`src/rtl/ecc_pkg.sv`:
```
// Shared definitions for the SECDED decoder: width codes, FSM states and
// width/data-bit lookups used by the decoder core and the data extractor.
package ecc_pkg;

  localparam logic [1:0] CW_8  = 2'b00;
  localparam logic [1:0] CW_16 = 2'b01;
  localparam logic [1:0] CW_32 = 2'b10;

  localparam int DBITS_8  = 4;
  localparam int DBITS_16 = 11;
  localparam int DBITS_32 = 26;

  typedef enum logic [1:0] {
    ST_IDLE,
    ST_SCAN,
    ST_CORRECT,
    ST_DONE
  } state_t;

  // Codeword width W for a width code; 2'b11 aliases to 32 bits.
  function automatic logic [5:0] cw_bits(input logic [1:0] code);
    case (code)
      CW_8:    return 6'd8;
      CW_16:   return 6'd16;
      default: return 6'd32;
    endcase
  endfunction

  function automatic int data_bits(input logic [1:0] code);
    case (code)
      CW_8:    return DBITS_8;
      CW_16:   return DBITS_16;
      default: return DBITS_32;
    endcase
  endfunction

  function automatic logic is_pow2(input logic [5:0] p);
    return (p != 6'd0) && ((p & (p - 6'd1)) == 6'd0);
  endfunction

endpackage

```
`src/rtl/ecc_data_extract.sv`:
```
// Packs the non-parity Hamming positions of a W-bit codeword into an
// LSB-first data word; the overall parity bit cw[W-1] is never data.
module ecc_data_extract
  import ecc_pkg::*;
#(
  parameter int AMBA_WORD  = 32,
  parameter int DATA_WIDTH = 32
) (
  input  logic [AMBA_WORD-1:0]  cw,
  input  logic [1:0]            cw_width,
  output logic [DATA_WIDTH-1:0] data
);

  localparam int KW = $clog2(DATA_WIDTH);

  logic [5:0]    lim;
  logic [KW-1:0] k;

  assign lim = cw_bits(cw_width) - 6'd1;

  always_comb begin
    data = '0;
    k    = '0;
    for (int i = 0; i < AMBA_WORD - 1; i++) begin
      if ((6'(i) < lim) && !is_pow2(6'(i + 1))) begin
        data[k] = cw[i];
        k       = k + 1'b1;
      end
    end
  end

endmodule

```
`src/rtl/ecc_dec_core.sv`:
```
// Serial SECDED decoder: scans one codeword bit per cycle to build syndrome
// and overall parity, then corrects/flags. Single-bit correction is enabled
// by defining ECC_DEC_CORRECT_EN; otherwise the block is detect-only.
module ecc_dec_core
  import ecc_pkg::*;
#(
  parameter int DATA_WIDTH = 32,
  parameter int AMBA_WORD  = 32
) (
  input  logic                  clk,
  input  logic                  rst,
  input  logic                  start,
  input  logic [1:0]            cw_width,
  input  logic [AMBA_WORD-1:0]  codeword_in,
  output logic                  busy,
  output logic                  done,
  output logic [DATA_WIDTH-1:0] data_out,
  output logic [1:0]            num_of_errors
);

  state_t state_q, state_d;

  logic [AMBA_WORD-1:0]  cw_q;
  logic [1:0]            wcode_q;
  logic [5:0]            w_q;
  logic [4:0]            idx_q;
  logic [4:0]            syn_q;
  logic                  par_q;

  logic                  cur_bit;
  logic                  last;
  logic [AMBA_WORD-1:0]  cw_fix;
  logic [DATA_WIDTH-1:0] ext_data;
  logic [1:0]            err_d;

  assign cur_bit = cw_q[idx_q];
  assign last    = ({1'b0, idx_q} == (w_q - 6'd1));

  // Handshake: start is a request pulse, honoured only when busy is low;
  // done pulses for exactly one cycle with data_out/num_of_errors valid.
  always_ff @(posedge clk) begin
    if (rst) state_q <= ST_IDLE;
    else     state_q <= state_d;
  end

  always_comb begin
    state_d = state_q;
    case (state_q)
      ST_IDLE:    if (start) state_d = ST_SCAN;
      ST_SCAN:    if (last) state_d = ST_CORRECT;
      ST_CORRECT: state_d = ST_DONE;
      ST_DONE:    state_d = ST_IDLE;
      default:    state_d = ST_IDLE;
    endcase
  end

  assign busy = (state_q != ST_IDLE);
  assign done = (state_q == ST_DONE);

  // A syndrome with odd overall parity points at the flipped position;
  // syndrome 0 with odd parity means only the overall bit was hit.
  always_comb begin
    cw_fix = cw_q;
`ifdef ECC_DEC_CORRECT_EN
    if (par_q && (syn_q != 5'd0)) cw_fix[syn_q - 5'd1] = ~cw_q[syn_q - 5'd1];
`endif
  end

  always_comb begin
    err_d = 2'd0;
    if (par_q)                err_d = 2'd1;
    else if (syn_q != 5'd0)   err_d = 2'd2;
  end

  ecc_data_extract #(
    .AMBA_WORD (AMBA_WORD),
    .DATA_WIDTH(DATA_WIDTH)
  ) u_extract (
    .cw      (cw_fix),
    .cw_width(wcode_q),
    .data    (ext_data)
  );

  always_ff @(posedge clk) begin
    if (rst) begin
      cw_q          <= '0;
      wcode_q       <= '0;
      w_q           <= 6'd0;
      idx_q         <= 5'd0;
      syn_q         <= 5'd0;
      par_q         <= 1'b0;
      data_out      <= '0;
      num_of_errors <= 2'd0;
    end else begin
      case (state_q)
        ST_IDLE: begin
          if (start) begin
            cw_q    <= codeword_in;
            wcode_q <= cw_width;
            w_q     <= cw_bits(cw_width);
            idx_q   <= 5'd0;
            syn_q   <= 5'd0;
            par_q   <= 1'b0;
          end
        end
        ST_SCAN: begin
          par_q <= par_q ^ cur_bit;
          // The overall parity bit contributes to parity only, not syndrome.
          if (!last && cur_bit) syn_q <= syn_q ^ (idx_q + 5'd1);
          if (!last) idx_q <= idx_q + 5'd1;
        end
        ST_CORRECT: begin
          data_out      <= ext_data;
          num_of_errors <= err_d;
        end
        default: ;
      endcase
    end
  end

endmodule

```
`config.mk`:
```
export PLATFORM = sky130hd
export DESIGN_NAME = ecc_dec_core
export DESIGN_NICKNAME = d
export VERILOG_FILES = /design/src/rtl/ecc_pkg.sv /design/src/rtl/ecc_data_extract.sv /design/src/rtl/ecc_dec_core.sv
export SDC_FILE = /design/constraint.sdc
export NUM_CORES = 1
export LEC_CHECK = 0
export CAP_MARGIN = 10
export CELL_PAD_IN_SITES_DETAIL_PLACEMENT = 1
export CELL_PAD_IN_SITES_GLOBAL_PLACEMENT = 2
export CORE_UTILIZATION = 31
export CTS_CLUSTER_SIZE = 12
export DETAILED_ROUTE_END_ITERATION = 8
export GPL_TIMING_DRIVEN = 0
export PLACE_DENSITY_LB_ADDON = 0.1
export SYNTH_ARGS = -nofsm -noshare
export SYNTH_HDL_FRONTEND = slang
export SYNTH_SLANG_ARGS = --single-unit
export TNS_END_PERCENT = 10
```
`constraint.sdc`:
```
create_clock -name clk -period 3.2 [get_ports clk]
set_clock_uncertainty 0.1 [all_clocks]
set_input_delay 0.64 -clock clk [delete_from_list [all_inputs] [get_ports clk]]
set_output_delay 0.64 -clock clk [all_outputs]
set_load 0.02 [all_outputs]
```
After elaboration in Yosys (flattened, before gate mapping)
Index checks and enable logic that the tools add are counted.
- add/subtract/negate cells: 27
- equality and inequality tests: 10
- bitwise operators: 2
- magnitude comparators: 77
- muxes and demuxes: 142
- reduce and logical (&&, ||, !) cells: 38
- operator list (kind ; number):
    bitwise mux 32 bit ; 25
    two-way mux 32 bit ; 25
    < comparator 5 x 6 -> 1 bit (second input constant) ; 25
    two-way mux 5 bit ; 27
    demux 1 bit (select 5 bit) ; 25
    adder 5 x 1 -> 5 bit (second input constant) ; 24
    greater-or-equal comparator 5 x 1 -> 1 bit (second input constant) ; 24
    < comparator 5 x 6 -> 1 bit (first input constant) ; 15
    < comparator 4 x 6 -> 1 bit (first input constant) ; 7
    two-way mux 1 bit ; 29
    logical AND 1 bit ; 26
    case mux 6 bit (2 select lines) ; 2
    case mux 5 bit (2 select lines) ; 2
    < comparator 3 x 6 -> 1 bit (first input constant) ; 3
    subtractor 6 x 1 -> 6 bit (second input constant) ; 2
    two-way mux 2 bit ; 4
    inequality test 2 bit (second input constant) ; 4
    case mux 2 bit (4 select lines) ; 1
    == test 2 x 1 -> 1 bit (second input constant) ; 3
    == test 5 x 6 -> 1 bit ; 1
    zero test 2 bit ; 3
    < comparator 1 x 6 -> 1 bit (second input constant) ; 1
    < comparator 2 x 6 -> 1 bit (first input constant) ; 1
    AND reduction 2 bit ; 3
    11 further kinds ; 14
- flip-flop bits (word level): 87
- input bits: 37
- word-level logic and storage cells: 305
- output and inout bits: 36

Logic depth before layout (Yosys ltp)
Gate-level depths: netlist (run 1).
- depth after elaboration: 59
- depth in mapped cells: 11
- mapped depth without buffers: 9

Modules after synthesis
A second synthesis (run 1) with hierarchy kept.
- cells, all modules: 568
- area total of the unflattened synthesis: 4549.4 sq um
- modules (own cells, without submodules) (module ; cells each ; sequential area each (sq um) ; instances ; area each (sq um)):
    ecc_dec_core ; 411 ; 1681.6 ; 1 ; 3608.5
    ecc_data_extract ; 157 ; 0.0 ; 1 ; 940.9

Worst setup path after synthesis (run 1)
OpenSTA, ideal clock, no wires.
- path kind: register to register
- from: register wcode_q[0]
- to: register data_out[0]
- cell stages (with the launch flop): 9
- data required time: 3.009 ns
- buffers on the path: 2
- library setup time: 0.091 ns
- arrival time: 2.081 ns
- period minus slack after synthesis: 2.271 ns
- setup slack: 0.929 ns
- path through: dfxtp_1 -> or2_1 -> buf_2 -> ha_1 -> clkbuf_1 -> nor2_1 -> nand2_1 -> a311o_1 -> a311oi_1
- longest elaborated chain between the ends: 59
- elaborated cells between the ends (all ways): 255
- those cells by class: 25 x add/sub; 76 x order compare; 1 x eq/ne; 127 x mux; 26 x reduce/logical
- RTL lines (element ; RTL line ; text):
    from (decl) ; ecc_dec_core.sv:24 ; logic [1:0] wcode_q;
    from (signal assigned) ; ecc_dec_core.sv:99 ; wcode_q <= cw_width;
    == test 2 x 1 -> 1 bit / zero test 2 bit (equally long branches) ; ecc_pkg.sv:22 ; case (code)
    case mux 6 bit (2 select lines) * ; ecc_pkg.sv:22 ;
    subtractor 6 x 1 -> 6 bit * ; ecc_data_extract.sv:19 ; assign lim = cw_bits(cw_width) - 6'd1;
    < comparator 2 x 6 -> 1 bit ; ecc_data_extract.sv:25 ; if ((6'(i) < lim) && !is_pow2(6'(i + 1))) begin
    two-way mux 1 bit ; ecc_data_extract.sv:25 ;
    adder 1 x 1 -> 2 bit (tied with other cells) ; ecc_data_extract.sv:27 ; k = k + 1'b1;
    two-way mux 5 bit / logical AND 1 bit (equally long branches) ; ecc_data_extract.sv:25, ecc_data_extract.sv:26 ;
    adder 5 x 1 -> 5 bit (tied with other cells) ; ecc_data_extract.sv:27 ;
    (+43 left out) ; -- ;
    adder 5 x 1 -> 5 bit (tied with other cells) ; ecc_data_extract.sv:27 ;
    two-way mux 5 bit (tied with other cells) ; ecc_data_extract.sv:25 ;
    < comparator 5 x 6 -> 1 bit (not written as such) (tied with other cells) ; ecc_data_extract.sv:26 ; data[k] = cw[i];
    logical AND 1 bit (not written as such) (tied with other cells) ; ecc_data_extract.sv:26 ;
    two-way mux 1 bit (not written as such) / bitwise mux 32 bit (equally long branches) ; ecc_data_extract.sv:26 ;
    demux 1 bit (select 5 bit) / two-way mux 32 bit (equally long branches) ; -- ;
    bitwise mux 32 bit ; ecc_data_extract.sv:26 ;
    two-way mux 32 bit * ; ecc_data_extract.sv:25 ;
    to (signal assigned) ; ecc_dec_core.sv:113 ; data_out <= ext_data;
    to (decl) ; ecc_dec_core.sv:17 ; output logic [DATA_WIDTH-1:0] data_out,
Mark *: on every way between the ends. The rest lies on a longest branch, timed or not.
A chain may end at the register's enable or synchronous reset.

Worst setup path in the final report (run 1)
- from: register wcode_q[0]
- to: register data_out[30]
Same word-level chain as after synthesis.

==> flow_summary.html, run 1 <==
<table>
<tr><th>Metric</th><th>Value</th></tr>
<tr><th colspan="2">Status</th></tr>
<tr><td>Result of the run</td><td>complete, no violations</td></tr>
<tr><th colspan="2">Final layout</th></tr>
<tr><td>Diodes inserted</td><td>0</td></tr>
<tr><td>Filler cell count</td><td>1669</td></tr>
<tr><td>Layout overhead on the synthesized area</td><td>29.5%</td></tr>
<tr><td>Sequential Area</td><td>1680 um^2</td></tr>
<tr><td>Nets@finish</td><td>700</td></tr>
<tr><td>Final standard cell area without fillers</td><td>5630 um^2</td></tr>
<tr><td>Area used by multi-input combinational logic</td><td>2420 um^2</td></tr>
<tr><td>Fraction of layout cells with a size suffix above 1</td><td>5.18%</td></tr>
<tr><th colspan="2">Timing</th></tr>
<tr><td>Setup total negative slack</td><td>0 ps</td></tr>
<tr><td>Setup repair after global routing missed its margin</td><td>false</td></tr>
<tr><td>Max Fclk</td><td>0.346 GHz</td></tr>
<tr><td>Post-layout worst setup margin</td><td>312 ps</td></tr>
<tr><td>Worst hold slack</td><td>361 ps</td></tr>
<tr><td>Worst Tran Pin Value</td><td>726 ps</td></tr>
<tr><td>Final hold violations</td><td>0</td></tr>
<tr><td>Min Tclk post-route</td><td>2890 ps</td></tr>
<tr><td>Number of pins exceeding their max-slew limit in the final report</td><td>0</td></tr>
<tr><td>Final setup violation count</td><td>0</td></tr>
<tr><td>Period utilization</td><td>90.3%</td></tr>
<tr><td>Tightest slew margin relative to the limit</td><td>51.2%</td></tr>
<tr><th colspan="2">Clocking</th></tr>
<tr><td>Buffer count from post-CTS setup fixing</td><td>0</td></tr>
<tr><td>Cts bufs inserted</td><td>9</td></tr>
<tr><td>Buffer type at the clock tree root</td><td>sky130_fd_sc_hd__clkbuf_16</td></tr>
<tr><td>CTS tree</td><td>yes</td></tr>
<tr><td>PostCTS Resize Cnt</td><td>0</td></tr>
<tr><td>Count of hold buffers inserted by post-cts repair</td><td>0</td></tr>
<tr><td>H-Tree Depth</td><td>3</td></tr>
<tr><td>TritonCTS sink count</td><td>84</td></tr>
<tr><td>Later-pin clock latency in the skew report</td><td>350 ps</td></tr>
<tr><td>Bufs on Longest Clock Path</td><td>2</td></tr>
<tr><td>CTS clock-pin slew for the worst setup and hold paths</td><td>60 ps</td></tr>
<tr><th colspan="2">Drt</th></tr>
<tr><td>Sum of routed wire segments on met1</td><td>7430 um</td></tr>
<tr><td>Residual DRC</td><td>0</td></tr>
<tr><td>DR WL met3</td><td>738 um</td></tr>
<tr><td>Detailed route wirelength on metal2</td><td>7060 um</td></tr>
<tr><td>Drt wl/cell</td><td>18.7 um</td></tr>
<tr><td>Number of vias per cell after detailed routing</td><td>5.19</td></tr>
<tr><td>Post-detailed-routing wire length</td><td>15500 um</td></tr>
<tr><td>Count of nets left with antenna violations after detail routing</td><td>0</td></tr>
<tr><td>DR top layer</td><td>met4</td></tr>
<tr><td>Number of vias after detailed routing</td><td>4322</td></tr>
<tr><td>Drt pass-1 iters</td><td>4</td></tr>
<tr><td>Drt initial violations</td><td>140</td></tr>
<tr><th colspan="2">Synthesis</th></tr>
<tr><td>Number of flops mapped to enable cells by yosys</td><td>0</td></tr>
<tr><td>Netlist area before placement</td><td>4350 um^2</td></tr>
<tr><td>Net Count, Synth</td><td>617</td></tr>
<tr><td>Mean post-synth cell area</td><td>7.64 um^2</td></tr>
<tr><td>Flip-flop cell with the highest count after synthesis</td><td>sky130_fd_sc_hd__dfxtp_1</td></tr>
<tr><td>Share of flip-flops with an asynchronous set or reset</td><td>0%</td></tr>
<tr><td>Post-synth cell types</td><td>50</td></tr>
<tr><td>Sequential area share after synthesis</td><td>38.7%</td></tr>
<tr><td>Count of synthesis-stage warnings from yosys</td><td>0</td></tr>
<tr><td>Gate count of the mapped netlist</td><td>569</td></tr>
<tr><td>Synth Register Bits</td><td>84</td></tr>
<tr><th colspan="2">Place</th></tr>
<tr><td>Port Buffers</td><td>72</td></tr>
<tr><td>Placed inst area</td><td>5290 um^2</td></tr>
<tr><td>Half-perimeter wire length after placement</td><td>11900 um</td></tr>
<tr><td>Weighted congestion reported at the end of routability-driven placement</td><td>0.887</td></tr>
<tr><td>Post-place setup slack</td><td>317 ps</td></tr>
<tr><th colspan="2">Power</th></tr>
<tr><td>Reported leakage power</td><td>1.93 nW</td></tr>
<tr><td>Power density of the placed cells</td><td>762 nW/um^2</td></tr>
<tr><td>Power dissipated by switching net loads</td><td>0.00170 W</td></tr>
<tr><td>Clock network power share</td><td>28.5%</td></tr>
<tr><td>Share of total power consumed by net switching</td><td>39.7%</td></tr>
<tr><td>Internal portion of total power</td><td>0.00258 W</td></tr>
<tr><td>Combinational power share</td><td>38.8%</td></tr>
<tr><td>Worst IR drop on VDD</td><td>0.287 mV</td></tr>
<tr><td>Share of power burned in registers</td><td>32.7%</td></tr>
<tr><th colspan="2">Worst setup path</th></tr>
<tr><td>Kind of critical path</td><td>reg2reg</td></tr>
<tr><td>Reg-to-Reg Start</td><td>wcode_q[0]</td></tr>
<tr><td>Sort of element at the start of the critical path</td><td>register</td></tr>
<tr><td>Worst setup EP type</td><td>register</td></tr>
<tr><td>Max FO, Critical Path</td><td>11</td></tr>
<tr><td>Required time reported for the critical path endpoint</td><td>3370 ps</td></tr>
<tr><td>Data arrival time of the critical path</td><td>3060 ps</td></tr>
<tr><td>Crit. Startpoint</td><td>wcode_q[0]</td></tr>
<tr><th colspan="2">Job</th></tr>
<tr><td>Count of maximum capacitance violations</td><td>0</td></tr>
<tr><th colspan="2">Floorplan</th></tr>
<tr><td>Number of placement rows</td><td>42</td></tr>
<tr><td>Die outline height</td><td>120 um</td></tr>
<tr><td>Starting utilization of the core area</td><td>32.3%</td></tr>
<tr><td>CORE AREA</td><td>13500 um^2</td></tr>
<tr><td>I/O pin cnt</td><td>73</td></tr>
<tr><td>Horizontal die dimension</td><td>120 um</td></tr>
<tr><td>Overall die area</td><td>14500 um^2</td></tr>
<tr><th colspan="2">Worst hold path</th></tr>
<tr><td>Hold Startpoint</td><td>cw_fix[0]</td></tr>
<tr><td>Hold WC Path Type</td><td>reg2reg</td></tr>
<tr><th colspan="2">Global route</th></tr>
<tr><td>Total global-route track usage</td><td>22.8%</td></tr>
<tr><td>Antenna violations before repair</td><td>0</td></tr>
<tr><td>Remaining Overflow, GRT</td><td>0</td></tr>
<tr><td>Wire length of the first global-routing pass</td><td>24900 um</td></tr>
<tr><td>Pin count of the biggest net entering global routing</td><td>15</td></tr>
<tr><td>Number of global-route vias before repair</td><td>4421</td></tr>
</table>
==> placed cells by master (no fill, tap or decap), types with 3 or more instances in the layout <==
cell / count
sky130_fd_sc_hd__clkbuf_16: 9
sky130_fd_sc_hd__bufinv_16: 3
sky130_fd_sc_hd__a22oi_1: 7
sky130_fd_sc_hd__nand2_1: 118
sky130_fd_sc_hd__a211oi_1: 11
sky130_fd_sc_hd__clkdlybuf4s50_1: 72
sky130_fd_sc_hd__inv_1: 11
sky130_fd_sc_hd__or3_1: 7
sky130_fd_sc_hd__a22o_1: 3
sky130_fd_sc_hd__and3_1: 7
sky130_fd_sc_hd__nand3_1: 21
sky130_fd_sc_hd__o21ai_0: 17
sky130_fd_sc_hd__nor2b_1: 6
sky130_fd_sc_hd__buf_2: 7
sky130_fd_sc_hd__a311oi_1: 4
sky130_fd_sc_hd__mux2i_1: 27
sky130_fd_sc_hd__a21oi_1: 79
sky130_fd_sc_hd__nor2_1: 42
sky130_fd_sc_hd__and2_1: 6
sky130_fd_sc_hd__ha_1: 11
sky130_fd_sc_hd__a21o_1: 3
sky130_fd_sc_hd__buf_1: 8
sky130_fd_sc_hd__o211ai_1: 4
sky130_fd_sc_hd__nand4_1: 3
sky130_fd_sc_hd__nand2b_1: 4
sky130_fd_sc_hd__xnor2_1: 4
sky130_fd_sc_hd__a31oi_1: 6
sky130_fd_sc_hd__nor3_1: 11
sky130_fd_sc_hd__dfxtp_1: 84
sky130_fd_sc_hd__clkbuf_1: 27
==> power by group through the flow <==
stage	Combinational [W]	Sequential (W)	Clock, W
after floorplan	0.00102	0.00142	0
after global placement	0.00163	0.00142	0
after detailed placement	0.00167	0.00143	0
after CTS	0.00168	0.00141	0.00125
after global routing	0.00184	0.00143	0.00129
final	0.00166	0.00140	0.00122
==> layer usage <==
layer  up-vias  global-route usage, %
met2       106                   36.8
met1      2051                   31.1
met5         -                      0
met4         0                   8.80
li1       2146                      -
met3        19                   2.64
==> cells in the mapped netlist (3+ instances only) <==
cell,count,share of area [%]
sky130_fd_sc_hd__nand3_1,21,2.4
sky130_fd_sc_hd__nor2_1,42,3.6
sky130_fd_sc_hd__a211oi_1,11,1.9
sky130_fd_sc_hd__a31oi_1,6,0.86
sky130_fd_sc_hd__nand2_1,118,10
sky130_fd_sc_hd__dfxtp_1,84,39
sky130_fd_sc_hd__and2_1,6,0.86
sky130_fd_sc_hd__and3_1,7,1.0
sky130_fd_sc_hd__clkbuf_1,26,2.2
sky130_fd_sc_hd__or3_1,7,1.0
sky130_fd_sc_hd__ha_1,11,3.2
sky130_fd_sc_hd__nor3_1,11,1.3
sky130_fd_sc_hd__a22oi_1,7,1.2
sky130_fd_sc_hd__nand2b_1,4,0.58
sky130_fd_sc_hd__mux2i_1,27,6.2
sky130_fd_sc_hd__o211ai_1,4,0.69
sky130_fd_sc_hd__nand4_1,3,0.43
sky130_fd_sc_hd__buf_1,8,0.69
sky130_fd_sc_hd__a21oi_1,79,9.1
sky130_fd_sc_hd__a21o_1,3,0.52
sky130_fd_sc_hd__nor2b_1,6,0.86
sky130_fd_sc_hd__buf_2,7,0.81
sky130_fd_sc_hd__a311oi_1,4,0.81
sky130_fd_sc_hd__a22o_1,3,0.60
sky130_fd_sc_hd__o21ai_0,17,2.0
sky130_fd_sc_hd__inv_1,11,0.95
sky130_fd_sc_hd__xnor2_1,4,0.81
==> state kept, by name, indices dropped and copies added (netlist names) <==
signal,cells
state_q,2
wcode_q,2
syn_q,5
par_q,1
num_of_errors,2
w_q,3
cw_fix,32
data_out,32
idx_q,5
==> worst paths after layout <==
path,endpoint,slack (ps),cells after the start
max,data_out[30],310,11
min reg2reg,cw_fix[0],360,2
min,cw_fix[0],360,2
max reg2reg,data_out[30],310,11
==> per-stage QoR <==
step	instances	total power, W	util, %
after detailed placement	817	0.00310	39.3
after global routing	833	0.00456	41.9
after CTS	833	0.00433	41.9
after floorplan	569	0.00245	-
final	833	0.00429	41.9
after global placement	817	0.00306	39.3
==> cells by family after synthesis <==
logic type,Yosys count,synth area share [%]
compound gates,152,21.4
xor+xnor,6,1.21
fa+ha+maj,11,3.16
buf+inv,57,5.75
flops,84,38.7
mux,27,6.21
simple gates,232,23.6
==> worst max-delay path, cell delays in order (launching register included) <==
cell,delay [ps]
sky130_fd_sc_hd__dfxtp_1,400
sky130_fd_sc_hd__or2_1,250
sky130_fd_sc_hd__buf_2,190
sky130_fd_sc_hd__inv_2,210
sky130_fd_sc_hd__ha_1,180
sky130_fd_sc_hd__buf_2,200
sky130_fd_sc_hd__and2_1,150
sky130_fd_sc_hd__clkbuf_1,290
sky130_fd_sc_hd__nand2_1,220
sky130_fd_sc_hd__o21ai_0,350
sky130_fd_sc_hd__a31oi_1,70
sky130_fd_sc_hd__nor3_1,190
==> cell type report <==
type / count / share of cell area [%]
flip-flops and latches: 84 / 29.9
clock inverters: 6 / 2.00
repair buffers: 72 / 12.8
plain buffers: 44 / 3.58
multi-input cells: 428 / 42.9
clock buffers: 10 / 4.07
inverters: 13 / 0.866
well taps: 176 / 3.91
(Power assumes the default switching activity.)
==> run 2: changes to the inputs <==
CTS_CLUSTER_DIAMETER = 150   (was default)
==> results of run 2 <==
The final DEF is identical to that of run 1; final timing and power are the same.
==> run 3: changes to the inputs <==
CORE_UTILIZATION = 25   (was 31)
==> flow_summary.html, run 3 (same netlist as run 1, synthesis figures left out) <==
<table>
<tr><th>Metric</th><th>Value</th></tr>
<tr><th colspan="2">Status</th></tr>
<tr><td>Result of the run</td><td>complete, no violations</td></tr>
<tr><th colspan="2">Place</th></tr>
<tr><td>Post-place setup slack</td><td>124 ps (-193 ps)</td></tr>
<tr><td>Port Buffers</td><td>72 (unchanged)</td></tr>
<tr><td>Half-perimeter wire length after placement</td><td>12800 um (+7.1%)</td></tr>
<tr><td>Weighted congestion reported at the end of routability-driven placement</td><td>0.820 (-7.6%)</td></tr>
<tr><th colspan="2">Final layout</th></tr>
<tr><td>Fraction of layout cells with a size suffix above 1</td><td>5.33% (+0.15 points)</td></tr>
<tr><td>Leading cell type in the layout, fill and taps excluded</td><td>sky130_fd_sc_hd__nand2_1</td></tr>
<tr><td>Nets@finish</td><td>700 (unchanged)</td></tr>
<tr><td>Highest-count cells in the layout ignoring fill and taps</td><td>118 x sky130_fd_sc_hd__nand2_1, 84 x sky130_fd_sc_hd__dfxtp_1, 79 x sky130_fd_sc_hd__a21oi_1</td></tr>
<tr><td>Diodes inserted</td><td>0 (unchanged)</td></tr>
<tr><td>Filler cell count</td><td>2024 (+21%)</td></tr>
<tr><td>Layout overhead on the synthesized area</td><td>30.3%</td></tr>
<tr><th colspan="2">Worst hold path</th></tr>
<tr><td>Hold Startpoint</td><td>cw_fix[1]</td></tr>
<tr><td>Hold WC Path Type</td><td>reg2reg</td></tr>
<tr><td>Depth of the worst hold-timing path</td><td>2 (unchanged)</td></tr>
<tr><td>Hold Path Sink</td><td>cw_fix[1]</td></tr>
<tr><th colspan="2">Power</th></tr>
<tr><td>Share of total power consumed by net switching</td><td>40.6% (+0.85 points)</td></tr>
<tr><td>Power density of the placed cells</td><td>745 nW/um^2 (-2.2%)</td></tr>
<tr><td>Share of power burned in registers</td><td>33.3% (+0.6 points)</td></tr>
<tr><td>Combinational power share</td><td>39.8% (+1.0 points)</td></tr>
<tr><td>Power dissipated by switching net loads</td><td>0.00171 W (+0.50%)</td></tr>
<tr><td>Clock network power share</td><td>26.9% (-1.6 points)</td></tr>
<tr><td>Worst IR drop on VDD</td><td>0.284 mV (-0.94%)</td></tr>
<tr><td>Internal portion of total power</td><td>0.00251 W (-3.0%)</td></tr>
<tr><td>Reported leakage power</td><td>1.92 nW (-0.46%)</td></tr>
<tr><th colspan="2">Timing</th></tr>
<tr><td>Period utilization</td><td>93.2% (+2.9 points)</td></tr>
<tr><td>Min Tclk post-route</td><td>2980 ps (+92.7 ps)</td></tr>
<tr><td>Worst Tran Pin Value</td><td>785 ps (+59.6 ps)</td></tr>
<tr><td>Max Fclk</td><td>0.335 GHz (-3.1%)</td></tr>
<tr><td>Final hold violations</td><td>0 (unchanged)</td></tr>
<tr><td>Number of pins exceeding their max-slew limit in the final report</td><td>0 (unchanged)</td></tr>
<tr><td>Tightest slew margin relative to the limit</td><td>47.6% (-3.6 points)</td></tr>
<tr><td>Post-layout worst setup margin</td><td>219 ps (-92.7 ps)</td></tr>
<tr><td>Setup repair after global routing missed its margin</td><td>false</td></tr>
<tr><td>Setup total negative slack</td><td>0 ps (unchanged)</td></tr>
<tr><td>Final setup violation count</td><td>0 (unchanged)</td></tr>
<tr><th colspan="2">Worst setup path</th></tr>
<tr><td>Worst R2R End</td><td>data_out[18]</td></tr>
<tr><td>FF-to-FF setup slack</td><td>220 ps (-90 ps)</td></tr>
<tr><td>Data arrival time of the critical path</td><td>3160 ps (+100 ps)</td></tr>
<tr><td>Required time reported for the critical path endpoint</td><td>3380 ps (about the same)</td></tr>
<tr><td>Sort of element at the start of the critical path</td><td>register</td></tr>
<tr><td>Worst setup EP type</td><td>register</td></tr>
<tr><td>Kind of critical path</td><td>reg2reg</td></tr>
<tr><td>Max FO, Critical Path</td><td>11 (unchanged)</td></tr>
<tr><td>Reg-to-Reg Start</td><td>wcode_q[0]</td></tr>
<tr><td>Worst Reg2Reg Path Length in Cells</td><td>11 (unchanged)</td></tr>
<tr><th colspan="2">Drt</th></tr>
<tr><td>Drt initial violations</td><td>232 (+66%)</td></tr>
<tr><td>Residual DRC</td><td>0 (unchanged)</td></tr>
<tr><td>Number of vias after detailed routing</td><td>4296 (-0.60%)</td></tr>
<tr><td>Count of nets left with antenna violations after detail routing</td><td>0 (unchanged)</td></tr>
<tr><td>Number of vias per cell after detailed routing</td><td>4.90 (-5.6%)</td></tr>
<tr><td>Post-detailed-routing wire length</td><td>16600 um (+6.6%)</td></tr>
<tr><td>Drt pass-1 iters</td><td>4 (unchanged)</td></tr>
<tr><td>Drt wl/cell</td><td>18.9 um (+1.3%)</td></tr>
<tr><th colspan="2">Clocking</th></tr>
<tr><td>CTS clock-pin slew for the worst setup and hold paths</td><td>60 ps (about the same)</td></tr>
<tr><td>TritonCTS sink count</td><td>84 (unchanged)</td></tr>
<tr><td>Later-pin clock latency in the skew report</td><td>350 ps (about the same)</td></tr>
<tr><td>Count of hold buffers inserted by post-cts repair</td><td>0 (unchanged)</td></tr>
<tr><td>Cts bufs inserted</td><td>9 (unchanged)</td></tr>
<tr><td>Bufs on Longest Clock Path</td><td>2 (unchanged)</td></tr>
<tr><td>Buffer count from post-CTS setup fixing</td><td>0 (unchanged)</td></tr>
<tr><td>PostCTS Resize Cnt</td><td>0 (unchanged)</td></tr>
<tr><td>H-Tree Depth</td><td>3 (unchanged)</td></tr>
<tr><td>Buffer type at the clock tree root</td><td>sky130_fd_sc_hd__clkbuf_16</td></tr>
<tr><td>CTS tree</td><td>yes</td></tr>
<tr><th colspan="2">Floorplan</th></tr>
<tr><td>CORE AREA</td><td>16800 um^2 (+25%)</td></tr>
<tr><td>I/O pin cnt</td><td>73 (unchanged)</td></tr>
<tr><td>Horizontal die dimension</td><td>134 um (+11%)</td></tr>
<tr><td>Starting utilization of the core area</td><td>25.9% (-6.4 points)</td></tr>
<tr><td>Number of placement rows</td><td>47 (+12%)</td></tr>
<tr><td>Overall die area</td><td>17900 um^2 (+24%)</td></tr>
<tr><td>Die outline height</td><td>134 um (+11%)</td></tr>
<tr><th colspan="2">Global route</th></tr>
<tr><td>Antenna violations before repair</td><td>0 (unchanged)</td></tr>
<tr><td>Number of global-route vias before repair</td><td>4318 (-2.3%)</td></tr>
<tr><td>Remaining Overflow, GRT</td><td>0 (unchanged)</td></tr>
<tr><td>Total global-route track usage</td><td>19.2% (-3.6 points)</td></tr>
<tr><td>Wire length of the first global-routing pass</td><td>25900 um (+4.1%)</td></tr>
<tr><td>Pin count of the biggest net entering global routing</td><td>14 (-1)</td></tr>
<tr><th colspan="2">Job</th></tr>
<tr><td>Count of maximum capacitance violations</td><td>0 (unchanged)</td></tr>
</table>
-- run 3: changes by cell type in the layout (fill, tap and decap cells not counted) --
| cell | change |
|---|---|
| sky130_fd_sc_hd__bufinv_16 | -2 |
| sky130_fd_sc_hd__clkbuf_1 | -1 |
| sky130_fd_sc_hd__clkbuf_8 | +4 |
| sky130_fd_sc_hd__clkinv_4 | -2 |
| sky130_fd_sc_hd__clkinvlp_4 | +1 |
| sky130_fd_sc_hd__o21ai_0 | -1 |
| sky130_fd_sc_hd__o21ai_1 | +1 |
-- run 3: metrics by stage --
| stage | utilization, % | power, W | cells | instance area [um^2] | hold WS (ps) |
|---|---|---|---|---|---|
| after floorplan | - | 0.00245 | 569 | 4350 | 332 |
| after global placement | 31.9 | 0.00309 | 861 | 5350 | 346 |
| after detailed placement | 31.9 | 0.00313 | 861 | 5350 | 353 |
| after CTS | 33.8 | 0.00426 | 877 | 5670 | 362 |
| after global routing | 33.8 | 0.00449 | 877 | 5670 | 379 |
| final | 33.8 | 0.00422 | 877 | 5670 | 359 |
-- run 3: area by class of cell --
class	instances	area, um^2	area share (%)
buffer	44	201	3.55
timing repair buffer	72	721	12.7
tap	220	275	4.86
multi-input combinational	428	2420	42.6
inverter	13	48.8	0.861
sequential	84	1680	29.7
clock buffer	13	280	4.94
clock inverter	3	42.5	0.751
-- run 3: power groups by stage --
stage	Sequential, W	Combinational, W	Clock, W
3_5_place_dp	0.00143	0.00169	0
3_3_place_gp	0.00143	0.00167	0
2_1_floorplan	0.00142	0.00102	0
5_1_grt	0.00143	0.00186	0.00120
6_report	0.00141	0.00168	0.00113
4_1_cts	0.00141	0.00170	0.00115
-- run 3: worst max-delay path: stages (launching register included) --
cell                       delay [ps]
sky130_fd_sc_hd__dfxtp_1          400
sky130_fd_sc_hd__or2_1            250
sky130_fd_sc_hd__buf_2            190
sky130_fd_sc_hd__inv_2            220
sky130_fd_sc_hd__ha_1             240
sky130_fd_sc_hd__clkbuf_1         450
sky130_fd_sc_hd__nand4b_1         230
sky130_fd_sc_hd__nor2_1           210
sky130_fd_sc_hd__a21oi_1           70
sky130_fd_sc_hd__o21ai_0          290
sky130_fd_sc_hd__mux2i_1          140
sky130_fd_sc_hd__nor2_1           100
-- run 3: per-layer routing --
metal  wire length (um)  share of wire, %  global-route usage [%]
met3                665               4.0                    2.49
met4                269               1.6                    6.63
met5                  0                 0                       0
met1               8460                51                    27.8
met2               7180                43                    28.9
-- run 3: worst max path at each step --
stage | endpoint | slack, ps | start
3_3_place_gp | data_out[30] | 160 | wcode_q[0]
3_5_place_dp | data_out[30] | 120 | wcode_q[0]
5_1_grt | data_out[18] | 6 | wcode_q[0]
6_report | data_out[18] | 220 | wcode_q[0]
4_1_cts | data_out[30] | 110 | wcode_q[0]
2_1_floorplan | data_out[0] | 930 | wcode_q[0]
